`src/rtl/z80_accop_pkg.sv`:
```
// Shared types and constants for the Z80 accumulator/flag execution unit.
// Includes FSM states, opcode encodings and the F-register bit positions.
package z80_accop_pkg;

    typedef enum logic [1:0] {
        ST_IDLE = 2'd0,
        ST_EXEC = 2'd1,
        ST_DONE = 2'd2
    } state_t;

    localparam logic [7:0] OP_CPL    = 8'h2F;
    localparam logic [7:0] OP_SCF    = 8'h37;
    localparam logic [7:0] OP_CCF    = 8'h3F;
    localparam logic [7:0] OP_RLCA   = 8'h07;
    localparam logic [7:0] OP_RRCA   = 8'h0F;
    localparam logic [7:0] OP_RLA    = 8'h17;
    localparam logic [7:0] OP_RRA    = 8'h1F;
    localparam logic [7:0] OP_NEG    = 8'h44;
    localparam logic [7:0] OP_DAA    = 8'h27;
    localparam logic [7:0] PREFIX_ED = 8'hED;

    // Bit positions inside F = {S,Z,5,H,3,PV,N,C}
    localparam int FLAG_C_NUM  = 0;
    localparam int FLAG_N_NUM  = 1;
    localparam int FLAG_PV_NUM = 2;
    localparam int FLAG_3_NUM  = 3;
    localparam int FLAG_H_NUM  = 4;
    localparam int FLAG_5_NUM  = 5;
    localparam int FLAG_Z_NUM  = 6;
    localparam int FLAG_S_NUM  = 7;

    function automatic logic parity_even(input logic [7:0] v);
        return ~^v;
    endfunction

endpackage

```
`src/rtl/z80_accop_compute.sv`:
```
// Combinational A/F result for CPL/SCF/CCF/rotates/NEG (and DAA when
// Z80_ACCOP_DAA_EN is defined); flags illegal encodings and passes A/F through.
module z80_accop_compute
    import z80_accop_pkg::*;
(
    input  logic [15:0] insn,
    input  logic [1:0]  len,
    input  logic [7:0]  a_in,
    input  logic [7:0]  f_in,
    output logic [7:0]  a_res,
    output logic [7:0]  f_res,
    output logic        illegal
);

    logic       is_rot;
    logic       cin;
    logic [7:0] neg_r;
`ifdef Z80_ACCOP_DAA_EN
    logic [7:0] corr;
`endif

    always_comb begin
        a_res   = a_in;
        f_res   = f_in;
        illegal = 1'b0;
        is_rot  = 1'b0;
        cin     = f_in[FLAG_C_NUM];
        neg_r   = 8'h00 - a_in;
`ifdef Z80_ACCOP_DAA_EN
        corr    = 8'h00;
`endif
        if (len == 2'd2) begin
            if (insn[15:8] == PREFIX_ED && insn[7:0] == OP_NEG) begin
                a_res              = neg_r;
                f_res              = neg_r & 8'hA8;
                f_res[FLAG_Z_NUM]  = (neg_r == 8'h00);
                f_res[FLAG_H_NUM]  = (a_in[3:0] != 4'h0);
                f_res[FLAG_PV_NUM] = (a_in == 8'h80);
                f_res[FLAG_N_NUM]  = 1'b1;
                f_res[FLAG_C_NUM]  = (a_in != 8'h00);
            end else begin
                illegal = 1'b1;
            end
        end else if (len == 2'd1) begin
            case (insn[7:0])
                OP_CPL: begin
                    a_res             = ~a_in;
                    f_res[FLAG_H_NUM] = 1'b1;
                    f_res[FLAG_N_NUM] = 1'b1;
                end
                OP_SCF: begin
                    f_res[FLAG_C_NUM] = 1'b1;
                    f_res[FLAG_H_NUM] = 1'b0;
                    f_res[FLAG_N_NUM] = 1'b0;
                    f_res[FLAG_5_NUM] = a_in[5];
                    f_res[FLAG_3_NUM] = a_in[3];
                end
                OP_CCF: begin
                    f_res[FLAG_H_NUM] = cin;
                    f_res[FLAG_C_NUM] = ~cin;
                    f_res[FLAG_N_NUM] = 1'b0;
                    f_res[FLAG_5_NUM] = a_in[5];
                    f_res[FLAG_3_NUM] = a_in[3];
                end
                OP_RLCA: begin
                    is_rot = 1'b1;
                    a_res  = {a_in[6:0], a_in[7]};
                    f_res[FLAG_C_NUM] = a_in[7];
                end
                OP_RRCA: begin
                    is_rot = 1'b1;
                    a_res  = {a_in[0], a_in[7:1]};
                    f_res[FLAG_C_NUM] = a_in[0];
                end
                OP_RLA: begin
                    is_rot = 1'b1;
                    a_res  = {a_in[6:0], cin};
                    f_res[FLAG_C_NUM] = a_in[7];
                end
                OP_RRA: begin
                    is_rot = 1'b1;
                    a_res  = {cin, a_in[7:1]};
                    f_res[FLAG_C_NUM] = a_in[0];
                end
`ifdef Z80_ACCOP_DAA_EN
                OP_DAA: begin
                    if (f_in[FLAG_H_NUM] || a_in[3:0] > 4'd9) corr = corr | 8'h06;
                    if (cin || a_in > 8'h99)                  corr = corr | 8'h60;
                    a_res = f_in[FLAG_N_NUM] ? (a_in - corr) : (a_in + corr);
                    f_res[FLAG_C_NUM]  = cin | (a_in > 8'h99);
                    f_res[FLAG_H_NUM]  = f_in[FLAG_N_NUM] ? (f_in[FLAG_H_NUM] & (a_in[3:0] < 4'd6))
                                                          : (a_in[3:0] > 4'd9);
                    f_res[FLAG_S_NUM]  = a_res[7];
                    f_res[FLAG_Z_NUM]  = (a_res == 8'h00);
                    f_res[FLAG_5_NUM]  = a_res[5];
                    f_res[FLAG_3_NUM]  = a_res[3];
                    f_res[FLAG_PV_NUM] = parity_even(a_res);
                end
`endif
                default: illegal = 1'b1;
            endcase
        end else begin
            illegal = 1'b1;
        end

        // Rotates share their H/N/5/3 treatment; S, Z, PV stay as they were
        if (is_rot) begin
            f_res[FLAG_H_NUM] = 1'b0;
            f_res[FLAG_N_NUM] = 1'b0;
            f_res[FLAG_5_NUM] = a_res[5];
            f_res[FLAG_3_NUM] = a_res[3];
        end
    end

endmodule

```
`src/rtl/z80_acc_op_unit.sv`:
```
// Multi-cycle accumulator/flag op unit: IDLE/EXEC/DONE FSM with M1 T-state counter.
// Optional DAA support is enabled by defining Z80_ACCOP_DAA_EN.
module z80_acc_op_unit
    import z80_accop_pkg::*;
#(
    parameter int M1_TCYCLES = 4,
    parameter int TC_W       = 4
) (
    input  logic            clk,
    input  logic            reset,
    input  logic            op_valid,
    output logic            op_ready,
    input  logic [15:0]     op_insn,
    input  logic [1:0]      op_len,
    input  logic [15:0]     ip_in,
    input  logic [7:0]      a_in,
    input  logic [7:0]      f_in,
    output logic            res_valid,
    input  logic            res_ready,
    output logic [7:0]      a_out,
    output logic [7:0]      f_out,
    output logic [15:0]     ip_out,
    output logic [TC_W-1:0] tcycles,
    output logic            illegal
);

    state_t          state_q, state_d;
    logic [TC_W-1:0] tcnt_q, tcnt_d;
    logic [1:0]      len_q, len_d;
    logic [7:0]      a_q, a_d, f_q, f_d;
    logic [15:0]     ip_q, ip_d;
    logic            ill_q, ill_d;

    logic [7:0]      a_res, f_res;
    logic            ill_res;
    logic            accept;
    logic [TC_W+2:0] tgt;

    z80_accop_compute u_compute (
        .insn    (op_insn),
        .len     (op_len),
        .a_in    (a_in),
        .f_in    (f_in),
        .a_res   (a_res),
        .f_res   (f_res),
        .illegal (ill_res)
    );

    assign op_ready  = (state_q == ST_IDLE) || ((state_q == ST_DONE) && res_ready);
    assign accept    = op_valid && op_ready;
    assign res_valid = (state_q == ST_DONE);
    assign tgt       = (TC_W+3)'(M1_TCYCLES) * {{(TC_W+1){1'b0}}, len_q};

    always_comb begin
        state_d = state_q;
        tcnt_d  = tcnt_q;
        len_d   = len_q;
        a_d     = a_q;
        f_d     = f_q;
        ip_d    = ip_q;
        ill_d   = ill_q;
        case (state_q)
            ST_EXEC: begin
                if ({3'b000, tcnt_q} >= tgt) state_d = ST_DONE;
                else                         tcnt_d  = tcnt_q + 1'b1;
            end
            ST_DONE: if (res_ready) state_d = ST_IDLE;
            default: ;
        endcase
        // A new request overrides the DONE->IDLE exit, giving back-to-back issue
        if (accept) begin
            state_d = ST_EXEC;
            tcnt_d  = TC_W'(1);
            len_d   = op_len;
            a_d     = a_res;
            f_d     = f_res;
            ill_d   = ill_res;
            ip_d    = ip_in + {14'd0, op_len};
        end
    end

    always_ff @(posedge clk) begin
        if (reset) begin
            state_q <= ST_IDLE;
            tcnt_q  <= '0;
            len_q   <= '0;
            a_q     <= '0;
            f_q     <= '0;
            ip_q    <= '0;
            ill_q   <= 1'b0;
        end else begin
            state_q <= state_d;
            tcnt_q  <= tcnt_d;
            len_q   <= len_d;
            a_q     <= a_d;
            f_q     <= f_d;
            ip_q    <= ip_d;
            ill_q   <= ill_d;
        end
    end

    assign a_out   = a_q;
    assign f_out   = f_q;
    assign ip_out  = ip_q;
    assign tcycles = tcnt_q;
    assign illegal = ill_q;

endmodule

```
`config.mk`:
```
export PLATFORM = sky130hd
export DESIGN_NAME = z80_acc_op_unit
export DESIGN_NICKNAME = d
export VERILOG_FILES = /design/src/rtl/z80_accop_pkg.sv /design/src/rtl/z80_accop_compute.sv /design/src/rtl/z80_acc_op_unit.sv
export SDC_FILE = /design/constraint.sdc
export NUM_CORES = 1
export LEC_CHECK = 0
export CAP_MARGIN = 20
export CORE_MARGIN = 3
export CORE_UTILIZATION = 48
export CTS_BUF_LIST = sky130_fd_sc_hd__clkbuf_2
export DETAILED_ROUTE_END_ITERATION = 8
export GPL_TIMING_DRIVEN = 0
export HOLD_SLACK_MARGIN = 0.15
export PLACE_DENSITY = 0.84
export SLEW_MARGIN = 30
export SYNTH_ARGS = -nofsm -noshare
export SYNTH_HDL_FRONTEND = slang
export SYNTH_SLANG_ARGS = --single-unit
```
`constraint.sdc`:
```
create_clock -name clk -period 3 [get_ports clk]
set_clock_uncertainty 0.05 [all_clocks]
set_input_delay 0.6 -clock clk [delete_from_list [all_inputs] [get_ports clk]]
set_output_delay 0.6 -clock clk [all_outputs]
set_load 0.02 [all_outputs]
```
### Word level (Yosys, flattened, before mapping)

Index checks and enable logic that the tools add are counted.

* $add $sub $neg: 3
* $lt $le $gt $ge: 1
* equal/unequal tests: 19
* mux-type cells: 32
* bitwise logic cells: 3
* reductions and logical operators: 21

Operators with widths (count)
* $pmux 8 s5: 1
* $mux 8: 4
* $eq 8x6->1 const B: 3
* $add 16x2->16: 1
* $eq 8x5->1 const B: 2
* $eq 8x8->1 const B: 2
* $mux 1: 15
* $mux 2: 5
* $mux 3: 3
* $eq 8x3->1 const B: 1
* $eq 8x4->1 const B: 1
* $eq 8x7->1 const B: 1
* $logic_not 8->1: 1
* $not 8->8: 1
* $reduce_bool 8->1: 1
* $reduce_or 2->1: 4
* $sub 1x8->8 const A: 1
* $reduce_or 7->1: 1
* $reduce_and 3->1: 2
* $add 4x1->4 const B: 1
* $eq 2x1->1 const B: 2
* $eq 2x2->1 const B: 2
* $ge 4x4->1: 1
* $ne 2x2->1 const B: 2
* other kinds (16): 21

* register bits after elaboration: 41
* input bits: 54
* output and inout port bits: 39
* word-level logic and storage cells: 88

### Longest topological paths before layout

Gate-level depths: netlist of the first run.

* word-level depth: 6
* mapped depth: 9
* depth with buffers taken out: 8

### Cells and area by module

Synthesis of the first run repeated with hierarchy kept, for this count alone.

* cell total of the unflattened synthesis: 385
* area, all modules: 2864.0 µm²

Modules (own cells, without submodules)
* z80_acc_op_unit: times used 1, cells an instance 232, area an instance 1901.8 µm², sequential area each 820.8 µm²
* z80_accop_compute: times used 1, cells an instance 153, area an instance 962.2 µm², sequential area each 0.0 µm²

### Worst setup path before layout of the first run

No wires, ideal clock.

* path kind: input port to flip-flop
* start: in op_len[1]
* end: reg ip_q[14] (netlist: ip_out[14])
* library setup time: 0.086 ns
* arrival: 2.421 ns
* required time: 2.864 ns
* setup slack: 0.443 ns
* stages: 8
* buffers on the path: 1
* path through: clkbuf_1 > inv_1 > fa_1 > nand3b_1 > nor3_1 > nand3_1 > xor2_1 > a211oi_1

* cells in the longest elaborated chain, start to end: 1

RTL lines
* start, declared: RTL line z80_acc_op_unit.sv:14 `input logic [1:0] op_len,`
* $add 16x2->16: RTL line z80_acc_op_unit.sv:78 `ip_d = ip_in + {14'd0, op_len};`
* end signal, assigned: RTL line z80_acc_op_unit.sv:97 `ip_q <= ip_d;`
* end, declared: RTL line z80_acc_op_unit.sv:31 `logic [15:0] ip_q, ip_d;`

No other way between the ends.
A chain may end at the register's enable or synchronous reset.

### Final worst setup path of the first run

Ends and elaborated chain as after synthesis.

==> results of run 1 <==
-- power by group through the flow --
| stage | combinational (µW) | clock (µW) | sequential (µW) |
|---|---|---|---|
| floorplan | 289 | 0 | 758 |
| global placement | 676 | 0 | 674 |
| detailed placement | 687 | 0 | 679 |
| CTS | 690 | 236 | 666 |
| global route | 757 | 255 | 675 |
| finish | 694 | 238 | 667 |
-- path summary, 6_finish.rpt --
path / start / endpoint / slack (ns)
min reg2reg: a_out[0] / a_out[0] / 0.43
max reg2reg: state_q[0] / ip_out[13] / 0.56
min: a_out[0] / a_out[0] / 0.43
max: op_len[1] / ip_out[14] / 0.21
-- flip-flops by register name, summed over array words and instances (netlist names) --
register	cells
len_q	2
f_out	8
a_out	8
illegal	1
state_q	2
tcycles	4
ip_out	16
-- placed cells by master, fill, tap and decap left out, types with 5 or more instances in the layout --
cell type | Yosys | routed
sky130_fd_sc_hd__nor3_1 | 14 | 13
sky130_fd_sc_hd__nor4_1 | 5 | 5
sky130_fd_sc_hd__clkbuf_2 | 1 | 7
sky130_fd_sc_hd__a21oi_1 | 22 | 22
sky130_fd_sc_hd__xor2_1 | 10 | 10
sky130_fd_sc_hd__clkbuf_1 | 14 | 13
sky130_fd_sc_hd__nand3_1 | 5 | 5
sky130_fd_sc_hd__o22ai_1 | 5 | 5
sky130_fd_sc_hd__clkdlybuf4s50_1 | 0 | 87
sky130_fd_sc_hd__a311oi_1 | 6 | 6
sky130_fd_sc_hd__xnor2_1 | 9 | 9
sky130_fd_sc_hd__a211oi_1 | 17 | 17
sky130_fd_sc_hd__o21ai_0 | 8 | 8
sky130_fd_sc_hd__inv_1 | 17 | 17
sky130_fd_sc_hd__nand4_1 | 10 | 10
sky130_fd_sc_hd__nand2_1 | 29 | 29
sky130_fd_sc_hd__nand2b_1 | 8 | 8
sky130_fd_sc_hd__dfxtp_1 | 41 | 41
sky130_fd_sc_hd__ha_1 | 10 | 10
sky130_fd_sc_hd__nor2_1 | 34 | 34
-- cell usage after synthesis (5+ instances only) --
| cell | count |
|---|---|
| sky130_fd_sc_hd__nand2b_1 | 8 |
| sky130_fd_sc_hd__o21ai_0 | 8 |
| sky130_fd_sc_hd__xnor2_1 | 9 |
| sky130_fd_sc_hd__a21oi_1 | 22 |
| sky130_fd_sc_hd__nor2_1 | 34 |
| sky130_fd_sc_hd__nor3_1 | 14 |
| sky130_fd_sc_hd__o22ai_1 | 5 |
| sky130_fd_sc_hd__inv_1 | 17 |
| sky130_fd_sc_hd__nand2_1 | 29 |
| sky130_fd_sc_hd__a311oi_1 | 6 |
| sky130_fd_sc_hd__nand3_1 | 5 |
| sky130_fd_sc_hd__dfxtp_1 | 41 |
| sky130_fd_sc_hd__nor4_1 | 5 |
| sky130_fd_sc_hd__clkbuf_1 | 14 |
| sky130_fd_sc_hd__xor2_1 | 10 |
| sky130_fd_sc_hd__a211oi_1 | 17 |
| sky130_fd_sc_hd__ha_1 | 10 |
| sky130_fd_sc_hd__nand4_1 | 10 |
-- timing repair --
item                       CTS  global route
resized for setup            1             3
pin swaps                    0             0
setup endpoints to repair    2            11
-- routing by layer --
metal | global-route usage [%] | vias to the layer above | share of wire, %
li1 | - | 1484 | -
met1 | 38.88 | 1450 | 46
met2 | 42.08 | 140 | 46
met3 | 3.618 | 9 | 6.5
met4 | 5.150 | 0 | 0.98
met5 | 0 | - | 0
-- cell type report --
cell class	instances	area, µm²	share of cell area [%]
multi-input combinational	267	1809	47.71
clock buffer	5	25.02	0.6598
clock inverter	2	11.26	0.2969
tap	72	90.09	2.375
buffer	22	101.3	2.672
timing repair buffer	87	870.8	22.96
sequential	41	820.8	21.64
inverter	17	63.81	1.683
-- worst min-delay path, delay by kind of cell, from the launching register on --
kind,cells,cell delay [ns]
and+or+nand+nor,1,0.05
DFF,1,0.36
AOI/OAI and AO/OA,1,0.05
-- metrics by stage --
stage / instance area, µm² / setup TNS (ns) / total power, µW
2_1_floorplan: 2776 / 0 / 1046
3_3_place_gp: 3737 / -4.389 / 1350
3_5_place_dp: 3737 / -4.550 / 1366
4_1_cts: 3779 / 0 / 1593
5_1_grt: 3792 / 0 / 1687
6_report: 3792 / 0 / 1600
-- logic make-up (layout without fill, tap and decap cells) --
logic type | after synthesis | count (layout) | synth area share [%]
AND/OR/NAND/NOR | 135 | 135 | 26.45
AO/OA/AOI/OAI | 99 | 99 | 25.78
flip-flops | 41 | 41 | 29.56
buffers and inverters | 39 | 133 | 5.903
XOR/XNOR | 19 | 19 | 5.994
adder cells (fa/ha/maj) | 11 | 11 | 5.228
multiplexers | 3 | 3 | 1.082
==> results.cfg, run 1 <==
[run_status]
outcome = completed

[logic_synthesis]
synth.yosys.seq_area_share_pct = 29.56
synth_enable_flop_cells = 0
synthesis.instances = 347
post_synth_main_area_contributors = sky130_fd_sc_hd__dfxtp_1, sky130_fd_sc_hd__a211oi_1, sky130_fd_sc_hd__nor2_1, sky130_fd_sc_hd__ha_1, sky130_fd_sc_hd__a21oi_1
syn-mean-instance-area_um2 = 8.001
synth.lib_cells_used.distinct = 66
most_instantiated_flip_flop_cell_in_the_synthesis_netlist = sky130_fd_sc_hd__dfxtp_1
yosysWarnings = 0
ys_async_sr_fraction_pct = 0
mappedNetlistArea_um2 = 2776
postSynthNetCount = 412
ys_seq_elements = 41
synth_top_cell_area_share_pct = 29.56
yosysTopAreaCell = sky130_fd_sc_hd__dfxtp_1

[timing]
final_critical_path_setup_slack_ns = 0.2128
max_clock_freq_ghz = 0.3588
holdWs_ns = 0.4252
slew-limit-headroom_pct = 48.93
finalSetupViolations = 0
final_slew_violations = 0
post-route-min-period_ns = 2.787
rsz0062_at_grt = no
worst_slew_pin_slew_ns = 0.7601
tcrit_tclk_final_pct = 92.91
final-hold-violation-count = 0

[setup_path]
critical_path_required_ns = 3.29
worstPathBufferInverterCount = 3
cpMaxStageDelayCell = sky130_fd_sc_hd__clkdlybuf4s50_1
timing.critical_path.from_type = input port
worst_ep_arrival_time_ns = 3.08
critical_path.top_delay_family = buffers and inverters
critPathMaxStageDelay_ns = 0.58
timing.critical_path.fanout_max = 10
timing.setup.critical_path_class = in -> reg
worstSetupEndpointType = register
timing.reg2reg.worst_path_depth = 8
worst-path-stages = 9
cp_cell_instances = clkdlybuf4s50_1, clkbuf_2, inv_1, fa_1, nand3b_1, nor3_2, nand3_1, xor2_1, a211oi_1

[worst_hold_path]
hold_path.class = reg -> reg
whs_path_depth = 2

[grt]
grt.total_usage_pct = 26.73
grt_antenna_before_repair = 0
global_route_wire_length_before_repair_um = 13970
grt_max_degree = 13
first_global_vias = 2866
gr-total-overflow = 0

[cts]
clk_pin_slew_ns = 0.21
h-tree-depth = 2
later_pin_clock_latency_in_the_skew_report_ns = 0.40
number_of_buffers_created_by_cts = 5
cts.sinks = 41
root_buffer = sky130_fd_sc_hd__clkbuf_2
cts_tree = done
maximum_clock_path_buffer_count = 2
post-cts-setup-buffers = 0
ctsHoldBuffers = 0

[cells_and_area]
area.growth.synth_to_final_pct = 36.59
final-instance-count-excl-fill = 513
n_antenna_cell = 0
fillerInstances = 499
post-route-util_pct = 68.45
drive_above_1_share_pct = 4.989
num-nets-final = 506

[floorplan]
io-pin-count = 93
num_rows = 27
die_area_um2 = 6733
core_area_um2 = 5540
die_height_um = 82.06
initial_utilization_pct = 50.11
die_width_um = 82.06

[drt]
route.final.wire_length_um = 8794
antenna_violating_nets_post_route = 0
post_drt_via_cell_ratio = 6.010
drt_pre_antenna_iters = 5
drt-initial-drc-count = 254
drc = 0
vias = 3083
route.detailed.wl_per_inst_um = 17.14

[pwr]
power_per_cell_area_nw_per_um2 = 421.9
internal_power_summed_over_all_cells_uw = 987.8
power.combinational.fraction_pct = 43.4
switchingPower_uw = 612.2
power_switching_share_pct = 38.26
power_frac_clock_pct = 14.9
seq_power_share_pct = 41.7
lkg_pwr_uw = 0.001339
irDropWorstVdd_uv = 228.4

[placement]
port_buffers = 87
place_congestion = 0.9391
hpwlAfterDp_um = 6793
placedCellCount = 506
dpl_worst_slack_ns = -0.5042

[run]
max-cap-violations = 0
Note: power is estimated with default switching activity, not from simulation.
==> inputs of run 2 (changes only) <==
==> constraint.sdc (replaced) <==
create_clock -name clk -period 3 [get_ports clk]
set_clock_uncertainty 0.05 [all_clocks]
set_input_delay 0.45 -clock clk [delete_from_list [all_inputs] [get_ports clk]]
set_output_delay 0.45 -clock clk [all_outputs]
set_load 0.02 [all_outputs]
==> results.cfg, run 2 (synthesis results as in run 1) <==
[setup_path]
timing.reg2reg.worst_path_depth = 8
worstSetupEndpointType = register
timing.critical_path.fanout_max = 10
worst_ep_arrival_time_ns = 3.09
critical_path.top_delay_family = buffers and inverters
timing.setup.critical_path_class = in -> reg
cpMaxStageDelayCell = sky130_fd_sc_hd__clkdlybuf4s50_1
timing.critical_path.from_type = input port
cp-startpoint = op_len[1]
worst-r2r-setup-slack_ns = 0.56
critPathMaxStageDelay_ns = 0.58
cp_cell_instances = clkdlybuf4s50_1, clkbuf_1, inv_1, fa_1, nand3b_1, nor3_2, nand3_1, xor2_1, a211oi_1
critical_path_required_ns = 3.29
worstPathBufferInverterCount = 3
rr_startpoint = state_q[0]
worst_r2r_endpoint = ip_out[13]

[drt]
routed-wl-met3_um = 580
route.layer.met1.wl_um = 4025
dr.max_layer_used = met4
route.final.wire_length_um = 8766
antenna_violating_nets_post_route = 0
drt_pre_antenna_iters = 5
detailroute.wirelength.met2_um = 4075
route.detailed.wl_per_inst_um = 17.09
post_drt_via_cell_ratio = 6.012
drt-initial-drc-count = 259
drc = 0
vias = 3084

[cells_and_area]
largest_reg_flops = 16
final_cell_mix = sky130_fd_sc_hd__clkdlybuf4s50_1, sky130_fd_sc_hd__dfxtp_1, sky130_fd_sc_hd__nor2_1
design_area_um2 = 3791
mostFrequentLayoutCell = sky130_fd_sc_hd__clkdlybuf4s50_1
area.growth.synth_to_final_pct = 36.55
fillerInstances = 499
num-nets-final = 506
drive_above_1_share_pct = 4.762
n_antenna_cell = 0

[timing]
slew-limit-headroom_pct = 48.80
tcrit_tclk_final_pct = 93.18
totalNegativeSetupSlack_ns = 0
worst_slew_pin_slew_ns = 0.7621
rsz0062_at_grt = no
final_slew_violations = 0
post-route-min-period_ns = 2.796
finalSetupViolations = 0
holdWs_ns = 0.4252
final-hold-violation-count = 0
max_clock_freq_ghz = 0.3577

[placement]
post_placement_cell_area_um2 = 3737
hpwlAfterDp_um = 6793
port_buffers = 87
place_congestion = 0.9391

[grt]
grt_antenna_before_repair = 0
grt.total_usage_pct = 26.70
gr-total-overflow = 0
global_route_wire_length_before_repair_um = 13950
first_global_vias = 2856
grt_max_degree = 13

[worst_hold_path]
min_from = a_out[0]
min_to = a_out[0]
whs_path_depth = 2
hold_path.class = reg -> reg

[pwr]
power_per_cell_area_nw_per_um2 = 421.6
irDropWorstVdd_uv = 228.4
lkg_pwr_uw = 0.001336

[run_status]
outcome = completed

[cts]
cts_tree = done
clk_pin_slew_ns = 0.21
h-tree-depth = 2
root_buffer = sky130_fd_sc_hd__clkbuf_2
number_of_buffers_created_by_cts = 5
later_pin_clock_latency_in_the_skew_report_ns = 0.40
maximum_clock_path_buffer_count = 2
ctsHoldBuffers = 0
cts.sinks = 41

[floorplan]
num_rows = 27
initial_utilization_pct = 50.11
die_height_um = 82.06
io-pin-count = 93
die_area_um2 = 6733
core_area_um2 = 5540
die_width_um = 82.06

[run]
max-cap-violations = 0
[run 2: cell count changes in the layout (fill, tap and decap cells not counted)]
| cell | before | now |
|---|---|---|
| sky130_fd_sc_hd__clkbuf_2 | 7 | 6 |
| sky130_fd_sc_hd__clkbuf_1 | 13 | 14 |
[run 2: repair_timing]
| action | CTS | global route |
|---|---|---|
| setup buffers | 0 | 0 |
| endpoints found under the setup margin | 0 | 4 |
| resized for setup | 0 | 2 |
[run 2: final cells by class]
| type | instances | area [µm²] | area share [%] |
|---|---|---|---|
| well taps | 72 | 90.09 | 2.376 |
| inverters | 17 | 63.81 | 1.683 |
| repair buffers | 87 | 870.8 | 22.97 |
| flip-flops and latches | 41 | 820.8 | 21.65 |
| clock inverters | 2 | 11.26 | 0.2970 |
| multi-input cells | 267 | 1809 | 47.72 |
| clock buffers | 5 | 25.02 | 0.6601 |
| plain buffers | 22 | 100.1 | 2.640 |
[run 2: worst max path at each step]
stage	to	depth (start not counted)
floorplan	ip_out[14]	8
global placement	ip_out[12]	9
detailed placement	ip_out[14]	9
CTS	ip_out[14]	9
global route	ip_out[14]	9
finish	ip_out[14]	9
[run 2: metal layers]
metal / global-route usage [%] / up-vias
met1: 38.95 / 1461
met4: 5.150 / 0
met2: 41.92 / 134
met3: 3.618 / 8
met5: 0 / -
li1: - / 1481
[run 2: worst reg2reg max path, cell delays in order, from the launching register on]
cell and delay, ns:
sky130_fd_sc_hd__dfxtp_1 0.37, sky130_fd_sc_hd__inv_1 0.08, sky130_fd_sc_hd__ha_1 0.23, sky130_fd_sc_hd__a21o_1 0.17
sky130_fd_sc_hd__and2_1 0.14, sky130_fd_sc_hd__clkbuf_1 0.22, sky130_fd_sc_hd__clkbuf_1 0.53, sky130_fd_sc_hd__buf_1 0.42
sky130_fd_sc_hd__a211oi_1 0.14
[run 2: report_power, final]
group          switching [µW]  internal [µW]  total (µW)  leakage [µW]
combinational             379            315         694      0.000975
sequential               44.3            623         667      0.000338
clock                     188           50.1         238     0.0000225
[run 2: per-stage QoR]
stage          std cells  setup WS (ns)  total power (µW)  utilization, %
4_1_cts              513        0.07753              1593           68.11
6_report             513         0.2045              1598           68.43
5_1_grt              513        0.03929              1687           68.43
3_3_place_gp         506        -0.3346              1350           67.46
3_5_place_dp         506        -0.3542              1366           67.46
2_1_floorplan        347         0.5931              1046               -
==> inputs of run 3 (changes only) <==
- HOLD_SLACK_MARGIN: 0.15 -> 0.06
==> results of run 3 <==
The final DEF is identical to that of run 2; final timing and power are the same.
